**config.mk**
```make
export PLATFORM = sky130hd
export DESIGN_NAME = clk_divider_multi
export DESIGN_NICKNAME = d
export VERILOG_FILES = /design/src/rtl/clk_divider_multi.sv
export SDC_FILE = /design/constraint.sdc
export NUM_CORES = 1
export LEC_CHECK = 0
export ABC_AREA = 1
export CAP_MARGIN = 20
export CELL_PAD_IN_SITES_DETAIL_PLACEMENT = 0
export CELL_PAD_IN_SITES_GLOBAL_PLACEMENT = 2
export CORE_ASPECT_RATIO = 0.7
export CORE_MARGIN = 10
export CORE_UTILIZATION = 33
export CTS_CLUSTER_SIZE = 24
export DETAILED_ROUTE_END_ITERATION = 10
export GPL_TIMING_DRIVEN = 0
export PLACE_DENSITY = 0.84
export SLEW_MARGIN = 20
export SYNTH_ARGS = -nofsm -noshare
export SYNTH_HDL_FRONTEND = slang
export SYNTH_SLANG_ARGS = --single-unit
export TNS_END_PERCENT = 30
```
**constraint.sdc**
```tcl
create_clock -name clk_in -period 2.5 [get_ports clk_in]
set_input_delay 0.375 -clock clk_in [delete_from_list [all_inputs] [get_ports clk_in]]
set_output_delay 0.375 -clock clk_in [all_outputs]
set_load 0.05 [all_outputs]
```
**src/rtl/clk_divider_multi.sv**
```systemverilog
// clk_divider_multi: CHANNELS independent runtime-programmable integer clock
// dividers sharing one source clock. Each channel reloads its divisor only at
// a period boundary, so clk_out never glitches. A common sync input restarts
// every enabled, valid channel on the same edge.
// Optional feature macro: CLK_DIV_ODD_DUTY50_EN -- when defined, odd divisors
// get an exact 50% duty cycle via a falling-edge extension flop per channel.
// When it is not defined, all logic runs on the rising edge of clk_in.
module clk_divider_multi #(
   parameter int unsigned CHANNELS = 2,
   parameter int unsigned WIDTH    = 12
) (
   input  logic                        clk_in,
   input  logic                        rst,
   input  logic [CHANNELS-1:0]         en,
   input  logic                        sync,
   input  logic [CHANNELS*WIDTH-1:0]   clk_divider,
   output logic [CHANNELS-1:0]         clk_out,
   output logic [CHANNELS-1:0]         tick,
   output logic [CHANNELS-1:0]         div_err
);

   typedef enum logic {
      IDLE = 1'b0,
      RUN  = 1'b1
   } state_t;

   for (genvar i = 0; i < int'(CHANNELS); i++) begin : g_ch
      state_t           state_q;
      logic [WIDTH-1:0] div_q;
      logic [WIDTH-1:0] cnt_q;
      logic             clk_q;
      logic             tick_q;
      logic             err_q;

      logic [WIDTH-1:0] div_in;
      logic [WIDTH-1:0] last_cnt;
      logic [WIDTH-1:0] cnt_inc;
      logic [WIDTH-1:0] high_len;
      logic             div_in_ok;
      logic             boundary;

      // Divisor slice for this channel and the counter compare terms.
      assign div_in    = clk_divider[i*WIDTH +: WIDTH];
      assign div_in_ok = (div_in >= WIDTH'(2));
      assign last_cnt  = WIDTH'(div_q - WIDTH'(1));
      assign cnt_inc   = WIDTH'(cnt_q + WIDTH'(1));
      assign high_len  = div_q >> 1;
      assign boundary  = (cnt_q == last_cnt);

      // Channel FSM: idle/reload, start, count, period boundary, disable.
      always_ff @(posedge clk_in or negedge rst) begin
         if (!rst) begin
            state_q <= IDLE;
            div_q   <= '0;
            cnt_q   <= '0;
            clk_q   <= 1'b0;
            tick_q  <= 1'b0;
            err_q   <= 1'b0;
         end else begin
            case (state_q)
               IDLE: begin
                  div_q <= div_in;
                  cnt_q <= '0;
                  if (en[i] && div_in_ok) begin
                     state_q <= RUN;
                     clk_q   <= 1'b1;
                     tick_q  <= 1'b1;
                     err_q   <= 1'b0;
                  end else begin
                     clk_q   <= 1'b0;
                     tick_q  <= 1'b0;
                     err_q   <= en[i] & ~div_in_ok;
                  end
               end
               RUN: begin
                  if (!en[i]) begin
                     // Disable is immediate and wins over sync.
                     state_q <= IDLE;
                     div_q   <= div_in;
                     cnt_q   <= '0;
                     clk_q   <= 1'b0;
                     tick_q  <= 1'b0;
                     err_q   <= 1'b0;
                  end else if (sync || boundary) begin
                     // Restart point: the only place a new divisor is taken.
                     div_q <= div_in;
                     cnt_q <= '0;
                     if (div_in_ok) begin
                        clk_q  <= 1'b1;
                        tick_q <= 1'b1;
                        err_q  <= 1'b0;
                     end else begin
                        state_q <= IDLE;
                        clk_q   <= 1'b0;
                        tick_q  <= 1'b0;
                        err_q   <= 1'b1;
                     end
                  end else begin
                     cnt_q  <= cnt_inc;
                     clk_q  <= (cnt_inc < high_len);
                     tick_q <= 1'b0;
                  end
               end
               default: begin
                  state_q <= IDLE;
                  clk_q   <= 1'b0;
                  tick_q  <= 1'b0;
               end
            endcase
         end
      end

`ifdef CLK_DIV_ODD_DUTY50_EN
      logic neg_q;

      // Half-cycle extension of the high phase for odd divisors.
      always_ff @(negedge clk_in or negedge rst) begin
         if (!rst) begin
            neg_q <= 1'b0;
         end else begin
            neg_q <= clk_q & div_q[0] & (state_q == RUN);
         end
      end

      assign clk_out[i] = clk_q | (neg_q & (state_q == RUN));
`else
      assign clk_out[i] = clk_q;
`endif
      assign tick[i]    = tick_q;
      assign div_err[i] = err_q;
   end

endmodule

```
Word-level counts from Yosys, hierarchy flattened
Index checks and enable logic that the tools add are counted.

storage, ports and cells
  register bits after elaboration = 56
  bits of input ports = 29
  output and inout port bits = 6
  logic and storage cells = 78

operators by class
  add/subtract/negate cells = 4
  order comparisons = 4
  equal/unequal tests = 4
  muxes and demuxes = 44
  bitwise gates (word level) = 6
  reductions and logical operators = 4

operators with widths
  operator                                                                  number
  12-bit 2-to-1 mux                                                         8
  12-bit one-hot mux with 2 select lines                                    4
  12-bit by 1-bit adder with 12-bit output (second input constant)          2
  12-bit equality test                                                      2
  12-bit by 2-bit >= comparator with 1-bit output (second input constant)   2
  12-bit by 11-bit less-than comparator with 1-bit output                   2
  1-bit 2-to-1 mux                                                          24
  12-bit by 1-bit subtractor with 12-bit output (second input constant)     2
  1-bit one-hot mux with 2 select lines                                     8
  3-bit by 2-bit inequality test with 1-bit output (second input constant)  2
  1-bit NOT                                                                 4
  1-bit AND                                                                 2
  1-bit logical AND                                                         2
  1-bit logical OR                                                          2

Logic depth before layout (Yosys ltp)
Gate-level depths: netlist (run 1).

  word-level depth = 6
  mapped depth = 20

Worst setup path before layout (run 1)
OpenSTA, ideal clock, no wires.

  path type = flip-flop to flip-flop
  start point = register g_ch[1].cnt_q[2]
  end point = register g_ch[1].clk_q
  data arrival time = 2.059 ns
  setup slack = 0.328 ns
  cell stages (with the launch flop) = 19
  path buffers = 0
  clock period less this slack = 2.172 ns
  path through = dfrtp_1 -> inv_1 -> nor3_1 -> nand2_1 -> nor2_1 -> inv_1 -> nand2_1 -> inv_1 -> ha_1 -> nand2_1 -> o21a_1 -> nand2_1 -> nand2_1 -> nand2_1 -> nand2_1 -> nand2_1 -> nand4_1 -> nand2_1 -> inv_1

between the ends
  longest elaborated chain between the ends = 5
  elaborated cells between the ends (all ways) = 7
  classes of those cells = add/sub (1); order compare (1); eq/ne (1); mux (3); reduce/logical (1)

RTL lines
  item                                                                                         line     source
  start, declared                                                                              30       logic [WIDTH-1:0] cnt_q;
  start signal, assigned                                                                       99       cnt_q <= cnt_inc;
  12-bit by 1-bit adder with 12-bit output or 12-bit equality test (tied branches)             46, 48
  12-bit by 11-bit less-than comparator with 1-bit output or 1-bit logical OR (tied branches)  100, 84
  1-bit 2-to-1 mux (*)                                                                         84       end else if (sync || boundary) begin
  1-bit 2-to-1 mux (*)                                                                         76       if (!en[i]) begin
  1-bit one-hot mux with 2 select lines (*)                                                    60       case (state_q)
  end signal, assigned                                                                         100      clk_q <= (cnt_inc < high_len);
  end, declared                                                                                31       logic clk_q;

Every way passes the cells marked *; elsewhere a longest branch is shown, timed or not.
A chain may end at the register's enable or synchronous reset.

Final worst setup path (run 1)
  start point = register g_ch[1].cnt_q[1]
  end point = register g_ch[1].clk_q

The elaborated chain is that of the path after synthesis.

==> results of run 1 <==
[final timing paths]
kind,from,endpoint,cells after the start
min reg2reg,g_ch[0].cnt_q[0]$_DFF_PN0_,g_ch[0].cnt_q[0]$_DFF_PN0_,1
min in group clk_in,g_ch[0].cnt_q[0]$_DFF_PN0_,g_ch[0].cnt_q[0]$_DFF_PN0_,1
min,rst,g_ch[0].cnt_q[3]$_DFF_PN0_,1
max reg2reg,g_ch[1].cnt_q[1]$_DFF_PN0_,g_ch[1].clk_q$_DFF_PN0_,19
max in group asynchronous,rst,g_ch[1].div_q[9]$_DFFE_PN0P_,2
max,g_ch[1].cnt_q[1]$_DFF_PN0_,g_ch[1].clk_q$_DFF_PN0_,19
[cells in the final DEF (no fill, tap or decap), types with 2 or more instances in the layout]
cell type / synthesis / layout
nor4_1: 4 / 4
o21ai_0: 32 / 32
nor3_1: 9 / 6
nand2_1: 174 / 167
inv_1: 109 / 105
nand4_1: 3 / 3
nand3b_1: 2 / 2
buf_4: 8 / 17
xnor2_1: 10 / 10
nor3_4: 0 / 2
nand3_2: 5 / 10
nand2_2: 1 / 7
clkbuf_8: 0 / 2
buf_2: 2 / 2
o21a_1: 2 / 2
nor2_4: 3 / 5
a21oi_1: 8 / 8
clkdlybuf4s50_1: 0 / 33
nand3_1: 27 / 22
inv_2: 0 / 4
nor2_1: 67 / 62
dfrtp_1: 56 / 52
o21ai_1: 2 / 2
xor2_1: 17 / 16
nor2_2: 2 / 5
and3_1: 2 / 2
ha_1: 24 / 23
buf_6: 4 / 5
clkbuf_16: 0 / 5
dfrtp_2: 0 / 4
[power breakdown]
group	total, mW	switching (mW)	internal (mW)
sequential	0.980	0.0354	0.945
clock	0.887	0.357	0.530
combinational	0.396	0.237	0.159
[final cells by class]
class | instances | area (um2) | share of cell area (%)
multi-input combinational | 395 | 2150 | 43.9
sequential | 56 | 1410 | 28.8
timing repair buffer | 44 | 429 | 8.79
inverter | 109 | 409 | 8.38
tap | 157 | 196 | 4.02
clock buffer | 7 | 153 | 3.12
buffer | 14 | 115 | 2.36
clock inverter | 1 | 30.0 | 0.615
[critical path, stage by stage (launching register included)]
cell and delay (ns):
dfrtp_1 0.41, inv_2 0.07, nor3_4 0.18, buf_6 0.16
nand2_4 0.06, nor2_4 0.11, buf_4 0.11, nand2_1 0.05
xor2_1 0.17, inv_1 0.07, ha_1 0.29, nand2_1 0.05
inv_1 0.06, nand2_2 0.05, nand2_2 0.06, nand2_1 0.05
nand2_1 0.05, nand4_1 0.08, nand2_1 0.08, inv_1 0.04
[routing by layer]
metal	up-vias	wire length, um
met5	-	0
met1	1582	6250
met2	50	3700
met4	0	64
met3	8	510
li1	1841	-
[sequential cells by signal (all words and copies together) (netlist names)]
| name | flops |
|---|---|
| g_ch.cnt_q | 24 |
| g_ch.div_q | 24 |
| g_ch.clk_q | 2 |
| g_ch.err_q | 2 |
| g_ch.state_q | 2 |
| g_ch.tick_q | 2 |
[cell families after synthesis]
logic type,after synthesis,share of synthesized area (%)
fa+ha+maj,24,7.59
compound gates,45,5.89
xor+xnor,27,5.98
flops,56,35.4
buf+inv,123,13.3
simple gates,299,31.8
[repair_timing]
action	CTS	global route
gates resized for setup	5	31
setup buffers	0	9
pin swaps	0	15
endpoints found under the setup margin	2	2
==> results.py, run 1 <==
metrics = {
    "outcome": {
        "status": "finished, violations left",
        "violations": "hold timing",
    },
    "synthesis": {
        "synth_top_area_cell": "dfrtp_1",
        "synth_area_mm2": 0.00395,
        "yosysMostFrequentCell": "nand2_1",
        "ys_seq_area_share_pct": 35.4,
        "avgSynthCellArea_um2": 6.89,
        "async_flop_share_pct": 100,
        "syn_nets": 627,
        "ys.flop_type": "dfrtp_1",
        "yosysWarnings": 0,
        "synth-seq-cells": 56,
        "synth_edf_count": 0,
        "yosysTopAreaCellShare_pct": 35.4,
        "synth.area.top_cells": "dfrtp_1 35%, nand2_1 17%, inv_1 10%",
        "synthCells": 574,
        "ys_top_cells_by_count": "174 x nand2_1, 109 x inv_1, 67 x nor2_1, 56 x dfrtp_1, 32 x o21ai_0",
        "synth.distinct_cells": 25,
    },
    "sta": {
        "whs_ns": -0.00829,
        "worstMarginPinSlew_ns": 0.611,
        "setup_violations": 0,
        "rsz0062_at_grt": "yes",
        "hold_viol_final": 4,
        "finalClockSkew_ns": 0.00522,
        "fin_crit_ns": 2.29,
        "post-route-period-util_pct": 91.4,
        "fmax_mhz": 437,
        "relSlewSlack_pct": 58.9,
        "layout_setup_ws_ns": 0.214,
        "drv_slew": 0,
        "timing.setup.tns_ns": 0,
    },
    "cells_and_area": {
        "final_nets": 678,
        "final_cells": 783,
        "drive_gt1_share_pct": 11.8,
        "postLayoutCellArea_mm2": 0.00488,
        "area_growth_pct": 23.5,
        "fin_util_pct": 41.7,
        "fill_cells": 1259,
        "n_antenna_cell": 0,
    },
    "clock_tree": {
        "cts_tree": "done",
        "hold_buffers": 0,
        "cts_buffers": 5,
        "cts-root-buf": "clkbuf_16",
        "cts_htree_levels": 2,
        "clk_pin_slew_ns": 0.08,
        "clkLatencyLatePin_ns": 0.30,
        "cts.sinks": 56,
        "clk_path_buf_depth": 2,
    },
    "placed_design": {
        "post-place-ws_ns": -0.250,
        "io_buffers": 34,
        "dp_hpwl_mm": 8.45,
        "post-place-cells": 766,
        "place_area_mm2": 0.00451,
        "gp_congestion": 0.812,
    },
    "drt": {
        "drtIter0Drc": 243,
        "vias_per_cell": 4.45,
        "post_drt_wl_per_cell_um": 13.4,
        "num_vias": 3481,
        "final_antenna_net_count": 0,
        "dr.pass1.iters": 4,
        "post-route-drc-count": 0,
        "routed_wl_mm": 10.5,
    },
    "global_route": {
        "antenna_found_initial": 1,
        "gr-usage-all-layers_pct": 12.8,
        "grt_use_met2_pct": 15.9,
        "overflow": 0,
        "grt_max_degree": 30,
        "busiest_layer": "met1",
        "grt.met1_usage_pct": 21.2,
        "gr-usage-met3_pct": 2.87,
        "grt_pass1_wl_mm": 17.3,
        "grt_pass1_vias": 3319,
    },
    "floorplanning": {
        "fp.dieArea_mm2": 0.0168,
        "io_pins": 35,
        "fp.coreArea_mm2": 0.0117,
        "die_y_um": 112,
        "die_w_um": 151,
        "num_rows": 33,
        "start_util_pct": 33.7,
    },
    "power_and_ir_drop": {
        "power_mw": 2.26,
        "power_density_mw_per_mm2": 463,
        "irDropWorstVdd_v": 0.000263,
        "p_leak_nw": 2.57,
    },
    "critical_path": {
        "crit_fanout": 4,
        "critPathKind": "reg2reg",
        "crit_path_start_kind": "flip-flop",
        "rrSetupSlack_ns": 0.21,
        "worst_ep_required_time_ns": 2.70,
        "worstPathArrival_ns": 2.48,
        "critPathCaptureType": "flip-flop",
    },
    "flow_run": {
        "cap_violations": 0,
    },
    "hold_path": {
        "hold_class": "in2async",
    },
}
(Power assumes the default switching activity.)
==> inputs of run 2 (changes only) <==
- REMOVE_ABC_BUFFERS: not set -> 1
==> run 2 against run 1 <==
Net effect:
- the run still ends with hold timing left
- first-iteration DRC count down 28%
- count of clock-buffer cells in the layout down 1
- flip-flop and latch count unchanged
- critical path depth down 2
- clock power down 16%
- fmax down 3.7%
- via count down 2.8%
- setup slack worse by 0.088 ns
- die area unchanged
- worst hold slack better by 0.0039 ns
==> results.py, run 2 (same netlist as run 1, synthesis figures left out) <==
metrics = {
    "sta": {
        "drv_slew": 0,
        "timing.setup.tns_ns": 0,
        "fin_crit_ns": 2.37,
        "rsz0062_at_grt": "yes",
        "post-route-period-util_pct": 94.9,
        "hold_viol_final": 4,
        "worstMarginPinSlew_ns": 0.519,
        "setup_violations": 0,
        "relSlewSlack_pct": 65.1,
        "whs_ns": -0.00436,
        "finalClockSkew_ns": 0.00733,
        "fmax_mhz": 421,
    },
    "clock_tree": {
        "cts_buffers": 5,
        "cts_htree_levels": 2,
        "clk_pin_slew_ns": 0.08,
        "cts.sinks": 56,
        "clk_path_buf_depth": 2,
        "clkLatencyLatePin_ns": 0.30,
        "cts-root-buf": "clkbuf_16",
        "hold_buffers": 0,
        "cts_tree": "done",
    },
    "drt": {
        "final_antenna_net_count": 0,
        "post-route-drc-count": 0,
        "dr.pass1.iters": 4,
        "drtIter0Drc": 176,
        "num_vias": 3384,
        "post_drt_wl_per_cell_um": 12.7,
        "routed_wl_mm": 9.70,
        "vias_per_cell": 4.44,
    },
    "power_and_ir_drop": {
        "power_density_mw_per_mm2": 448,
        "power_mw": 2.10,
        "power.internal_mw": 1.49,
        "p_leak_nw": 2.43,
        "swShare_pct": 29.2,
        "combinationalPowerShare_pct": 17.7,
        "clkPwrFrac_pct": 35.6,
        "irDropWorstVdd_v": 0.000255,
        "p_seq_share_pct": 46.7,
        "power_switching_uw": 613,
    },
    "cells_and_area": {
        "seq_area_mm2": 0.00140,
        "final_common_cell": "nand2_1",
        "area_growth_pct": 18.6,
        "final_cell_mix": "170 x nand2_1, 107 x inv_1, 63 x nor2_1",
        "fill_cells": 1210,
        "n_antenna_cell": 0,
        "final_cells": 763,
        "reg_top3": "g_ch.cnt_q (24), g_ch.div_q (24)",
        "drive_gt1_share_pct": 7.76,
        "final_nets": 658,
        "multi_input_area_mm2": 0.00215,
    },
    "global_route": {
        "antenna_found_initial": 1,
        "grt_pass1_vias": 3303,
        "overflow": 0,
        "grt_max_degree": 40,
        "grt_pass1_wl_mm": 16.5,
        "gr-usage-all-layers_pct": 11.9,
    },
    "critical_path": {
        "worst_ep_required_time_ns": 2.70,
        "crit_fanout": 5,
        "critPathKind": "reg2reg",
        "crit_path_start_kind": "flip-flop",
        "worstPathArrival_ns": 2.57,
        "critPathCaptureType": "flip-flop",
    },
    "placed_design": {
        "io_buffers": 34,
        "gp_congestion": 0.800,
        "post-place-cells": 752,
        "dp_hpwl_mm": 7.57,
    },
    "floorplanning": {
        "io_pins": 35,
        "fp.dieArea_mm2": 0.0168,
        "fp.coreArea_mm2": 0.0117,
        "die_w_um": 151,
        "start_util_pct": 33.7,
        "num_rows": 33,
        "die_y_um": 112,
    },
    "outcome": {
        "violations": "hold timing",
        "status": "finished, violations left",
    },
    "flow_run": {
        "cap_violations": 0,
    },
    "hold_path": {
        "hold_class": "in2async",
    },
}
## run 2: cell types whose count changed in the layout (fill, tap and decap cells not counted), moves of 3 or more
| cell | change |
|---|---|
| buf_4 | -13 |
| buf_6 | -5 |
| nand2_1 | +3 |
| nand3_2 | -3 |
## run 2: repair_timing
| item | CTS | global route |
|---|---|---|
| setup endpoints to repair | 42 | 24 |
| resized for setup | 7 | 22 |
| hold endpoints to repair | 0 | 0 |
| pin swaps | 0 | 1 |
| setup buffers | 0 | 3 |
## run 2: per-layer routing
layer  track usage (%)  up-vias  part of all wire [%]  routed length [um]
li1                  -     1803                     -                   -
met1              18.1     1547                    55                5370
met2              16.7       26                    41                3940
met3              2.75        8                   3.3                 318
met4              2.30        0                  0.72                  70
met5                 0        -                     0                   0
## run 2: critical path, cell delays in order (launching register included)
cell,delay [ns]
dfrtp_2,0.43
ha_1,0.18
nand2_1,0.12
nor2_2,0.19
nand3_2,0.13
nor2_1,0.13
xor2_1,0.20
inv_1,0.08
ha_1,0.27
nand2_1,0.04
inv_1,0.04
nand2_1,0.04
nand2_1,0.07
nand2_1,0.06
nand2_1,0.07
nand4_1,0.10
nand2_1,0.08
inv_1,0.04
## run 2: per-stage QoR
step	instance area (um2)	worst slack, ns	util (%)
after floorplan	3840	0.327	-
after global placement	4380	-0.939	37.3
after detailed placement	4390	-0.226	37.5
after CTS	4580	0.0112	39.0
after global routing	4690	-0.113	40.0
final	4690	0.126	40.0
## run 2: layout make-up
cell class              count  area share [%]
multi-input cells         395            45.8
clock inverters             2           0.214
flip-flops and latches     56            29.9
well taps                 157            4.19
repair buffers             38            8.11
inverters                 109            8.73
clock buffers               6            2.96
## run 2: worst paths after layout
kind	start	endpoint	slack [ns]	cells past startpoint
max	g_ch[0].cnt_q[0]$_DFF_PN0_	g_ch[0].clk_q$_DFF_PN0_	0.13	17
min	rst	g_ch[0].cnt_q[2]$_DFF_PN0_	-0.004	1
max reg2reg	g_ch[0].cnt_q[0]$_DFF_PN0_	g_ch[0].clk_q$_DFF_PN0_	0.13	17
min reg2reg	g_ch[0].cnt_q[0]$_DFF_PN0_	g_ch[0].cnt_q[0]$_DFF_PN0_	0.52	1
max in group asynchronous	rst	g_ch[0].cnt_q[0]$_DFF_PN0_	1.99	2
min in group clk_in	g_ch[0].cnt_q[0]$_DFF_PN0_	g_ch[0].cnt_q[0]$_DFF_PN0_	0.52	1
## run 2: power by group through the flow
stage	Sequential, mW	Combinational, mW	Clock [mW]
final	0.980	0.372	0.747
after global routing	0.986	0.432	0.811
after CTS	0.980	0.373	0.766
after detailed placement	0.998	0.367	0
after global placement	0.998	0.361	0
after floorplan	1.00	0.211	0
==> inputs of run 3 (changes only) <==
- SLEW_MARGIN: 20 -> not set
==> run 3 against run 2 <==
Net effect:
- the flow now finishes without violations
- largest power group unchanged
- largest cell class unchanged
- critical path type unchanged
- register-to-register slack hardly changed
- core utilization hardly changed
- clock power is essentially flat
- via count stayed put
- sequential share of layout area about the same
- setup slack about the same
- total power hardly changed
- flip-flop and latch count stayed put
- global-route usage unchanged
- count of clock-buffer cells in the layout is the same
==> results.py, run 3 (same netlist as run 1, synthesis figures left out) <==
metrics = {
    "floorplanning": {
        "num_rows": 33,
        "fp.dieArea_mm2": 0.0168,
        "fp.coreArea_mm2": 0.0117,
        "die_w_um": 151,
        "start_util_pct": 33.7,
        "die_y_um": 112,
        "io_pins": 35,
    },
    "clock_tree": {
        "clkLatencyLatePin_ns": 0.30,
        "clk_pin_slew_ns": 0.08,
        "cts-root-buf": "clkbuf_16",
        "clk_path_buf_depth": 2,
        "cts.sinks": 56,
        "cts_htree_levels": 2,
        "cts_tree": "done",
        "cts_buffers": 5,
        "hold_buffers": 0,
    },
    "critical_path": {
        "crit_buf_inv": 3,
        "critPathCaptureType": "flip-flop",
        "worstPathArrival_ns": 2.57,
        "ff2ff_path_depth": 17,
        "max_stage_delay_ns": 0.43,
        "timing.rr.start": "g_ch[0].cnt_q[0]$_DFF_PN0_",
        "cp_top_family": "simple AND/OR/NAND/NOR gates",
        "critPathSlowestCell": "dfrtp_2",
        "path_cells": "ha_1 -> nand2_1 -> nor2_2 -> nand3_2 -> nor2_1 -> xor2_1 -> inv_1 -> ha_1 -> nand2_1 -> inv_1 -> nand2_1 -> nand2_1 -> nand2_1 -> nand2_1 -> nand4_1 -> nand2_1 -> inv_1",
        "crit_fanout": 5,
        "critPathKind": "reg2reg",
        "rrSetupSlack_ns": 0.13,
        "cpMostUsedCell": "nand2_1",
        "crit_path_start_kind": "flip-flop",
        "r2r_end": "g_ch[0].clk_q$_DFF_PN0_",
        "worst_ep_required_time_ns": 2.70,
    },
    "global_route": {
        "overflow": 0,
        "gr-usage-all-layers_pct": 11.9,
        "grt_pass1_wl_mm": 16.5,
        "antenna_found_initial": 1,
        "grt_max_degree": 40,
        "grt_pass1_vias": 3303,
    },
    "power_and_ir_drop": {
        "power_density_mw_per_mm2": 448,
        "power_mw": 2.10,
        "combinationalPowerShare_pct": 17.7,
        "power_switching_uw": 613,
        "swShare_pct": 29.2,
        "p_leak_nw": 2.43,
        "irDropWorstVdd_v": 0.000255,
        "clkPwrFrac_pct": 35.6,
        "p_seq_share_pct": 46.7,
        "power.internal_mw": 1.49,
    },
    "sta": {
        "fin_crit_ns": 2.37,
        "hold_viol_final": 0,
        "worstMarginPinSlew_ns": 0.713,
        "relSlewSlack_pct": 52.5,
        "fmax_mhz": 421,
        "setup_violations": 0,
        "drv_slew": 0,
        "finalClockSkew_ns": 0.00733,
        "rsz0062_at_grt": "yes",
        "timing.setup.tns_ns": 0,
        "post-route-period-util_pct": 94.9,
        "whs_ns": 0.116,
    },
    "cells_and_area": {
        "final_nets": 658,
        "seq_area_mm2": 0.00140,
        "reg_top3": "g_ch.cnt_q (24), g_ch.div_q (24)",
        "area_growth_pct": 18.5,
        "drive_gt1_share_pct": 7.76,
        "postLayoutCellArea_mm2": 0.00469,
        "final_cells": 763,
        "multi_input_area_mm2": 0.00215,
        "fill_cells": 1208,
        "n_antenna_cell": 0,
        "final_cell_mix": "170 x nand2_1, 107 x inv_1, 63 x nor2_1",
        "final_common_cell": "nand2_1",
    },
    "drt": {
        "vias_per_cell": 4.44,
        "routed_wl_mm": 9.70,
        "num_vias": 3384,
        "dr.pass1.iters": 4,
        "final_antenna_net_count": 0,
        "drtIter0Drc": 176,
        "post_drt_wl_per_cell_um": 12.7,
        "post-route-drc-count": 0,
    },
    "placed_design": {
        "dp_hpwl_mm": 7.57,
        "gp_congestion": 0.800,
        "io_buffers": 34,
        "place_area_mm2": 0.00439,
        "post-place-cells": 752,
    },
    "hold_path": {
        "hold_class": "in2async",
    },
    "outcome": {
        "status": "finished clean",
    },
    "flow_run": {
        "cap_violations": 0,
    },
}
run 3: layout make-up:
| type | instances | share of cell area, % |
|---|---|---|
| clock buffer | 6 | 2.96 |
| timing repair buffer | 38 | 8.06 |
| multi-input combinational | 395 | 45.9 |
| inverter | 109 | 8.73 |
| clock inverter | 2 | 0.214 |
| sequential | 56 | 30.0 |
| tap | 157 | 4.19 |
run 3: worst max-delay path by stage:
stage                                 endpoint  slack, ns                  startpoint  depth (start not counted)
global placement    g_ch[1].cnt_q[8]$_DFF_PN0_      -0.94                         rst                          1
floorplan              g_ch[1].clk_q$_DFF_PN0_       0.33  g_ch[1].cnt_q[2]$_DFF_PN0_                         18
detailed placement     g_ch[1].clk_q$_DFF_PN0_      -0.23  g_ch[1].cnt_q[2]$_DFF_PN0_                         20
finish                 g_ch[0].clk_q$_DFF_PN0_       0.13  g_ch[0].cnt_q[0]$_DFF_PN0_                         17
CTS                    g_ch[0].clk_q$_DFF_PN0_       0.01  g_ch[0].cnt_q[0]$_DFF_PN0_                         16
global route           g_ch[0].clk_q$_DFF_PN0_      -0.11  g_ch[0].cnt_q[1]$_DFF_PN0_                         18
run 3: metal layers:
| metal | track usage (%) | vias to the layer above | wire [um] |
|---|---|---|---|
| li1 | - | 1803 | - |
| met1 | 18.1 | 1547 | 5370 |
| met2 | 16.7 | 26 | 3940 |
| met3 | 2.75 | 8 | 318 |
| met4 | 2.30 | 0 | 70 |
| met5 | 0 | - | 0 |
run 3: what timing repair did:
item	in CTS	in global routing
buffers inserted	0	3
endpoints found under the setup margin	42	24
gates resized for setup	7	22
pin swaps	0	1
run 3: power by group through the flow:
| stage | Combinational, mW | Sequential, mW | Clock [mW] |
|---|---|---|---|
| after floorplan | 0.211 | 1.00 | 0 |
| after global placement | 0.361 | 0.998 | 0 |
| after detailed placement | 0.367 | 0.998 | 0 |
| after CTS | 0.372 | 0.980 | 0.766 |
| after global routing | 0.431 | 0.986 | 0.811 |
| final | 0.372 | 0.980 | 0.747 |
run 3: per-stage QoR:
stage | setup slack, ns | util [%]
after floorplan | 0.327 | -
after global placement | -0.939 | 37.3
after detailed placement | -0.226 | 37.4
after CTS | 0.0112 | 39.0
after global routing | -0.113 | 40.0
final | 0.126 | 40.0
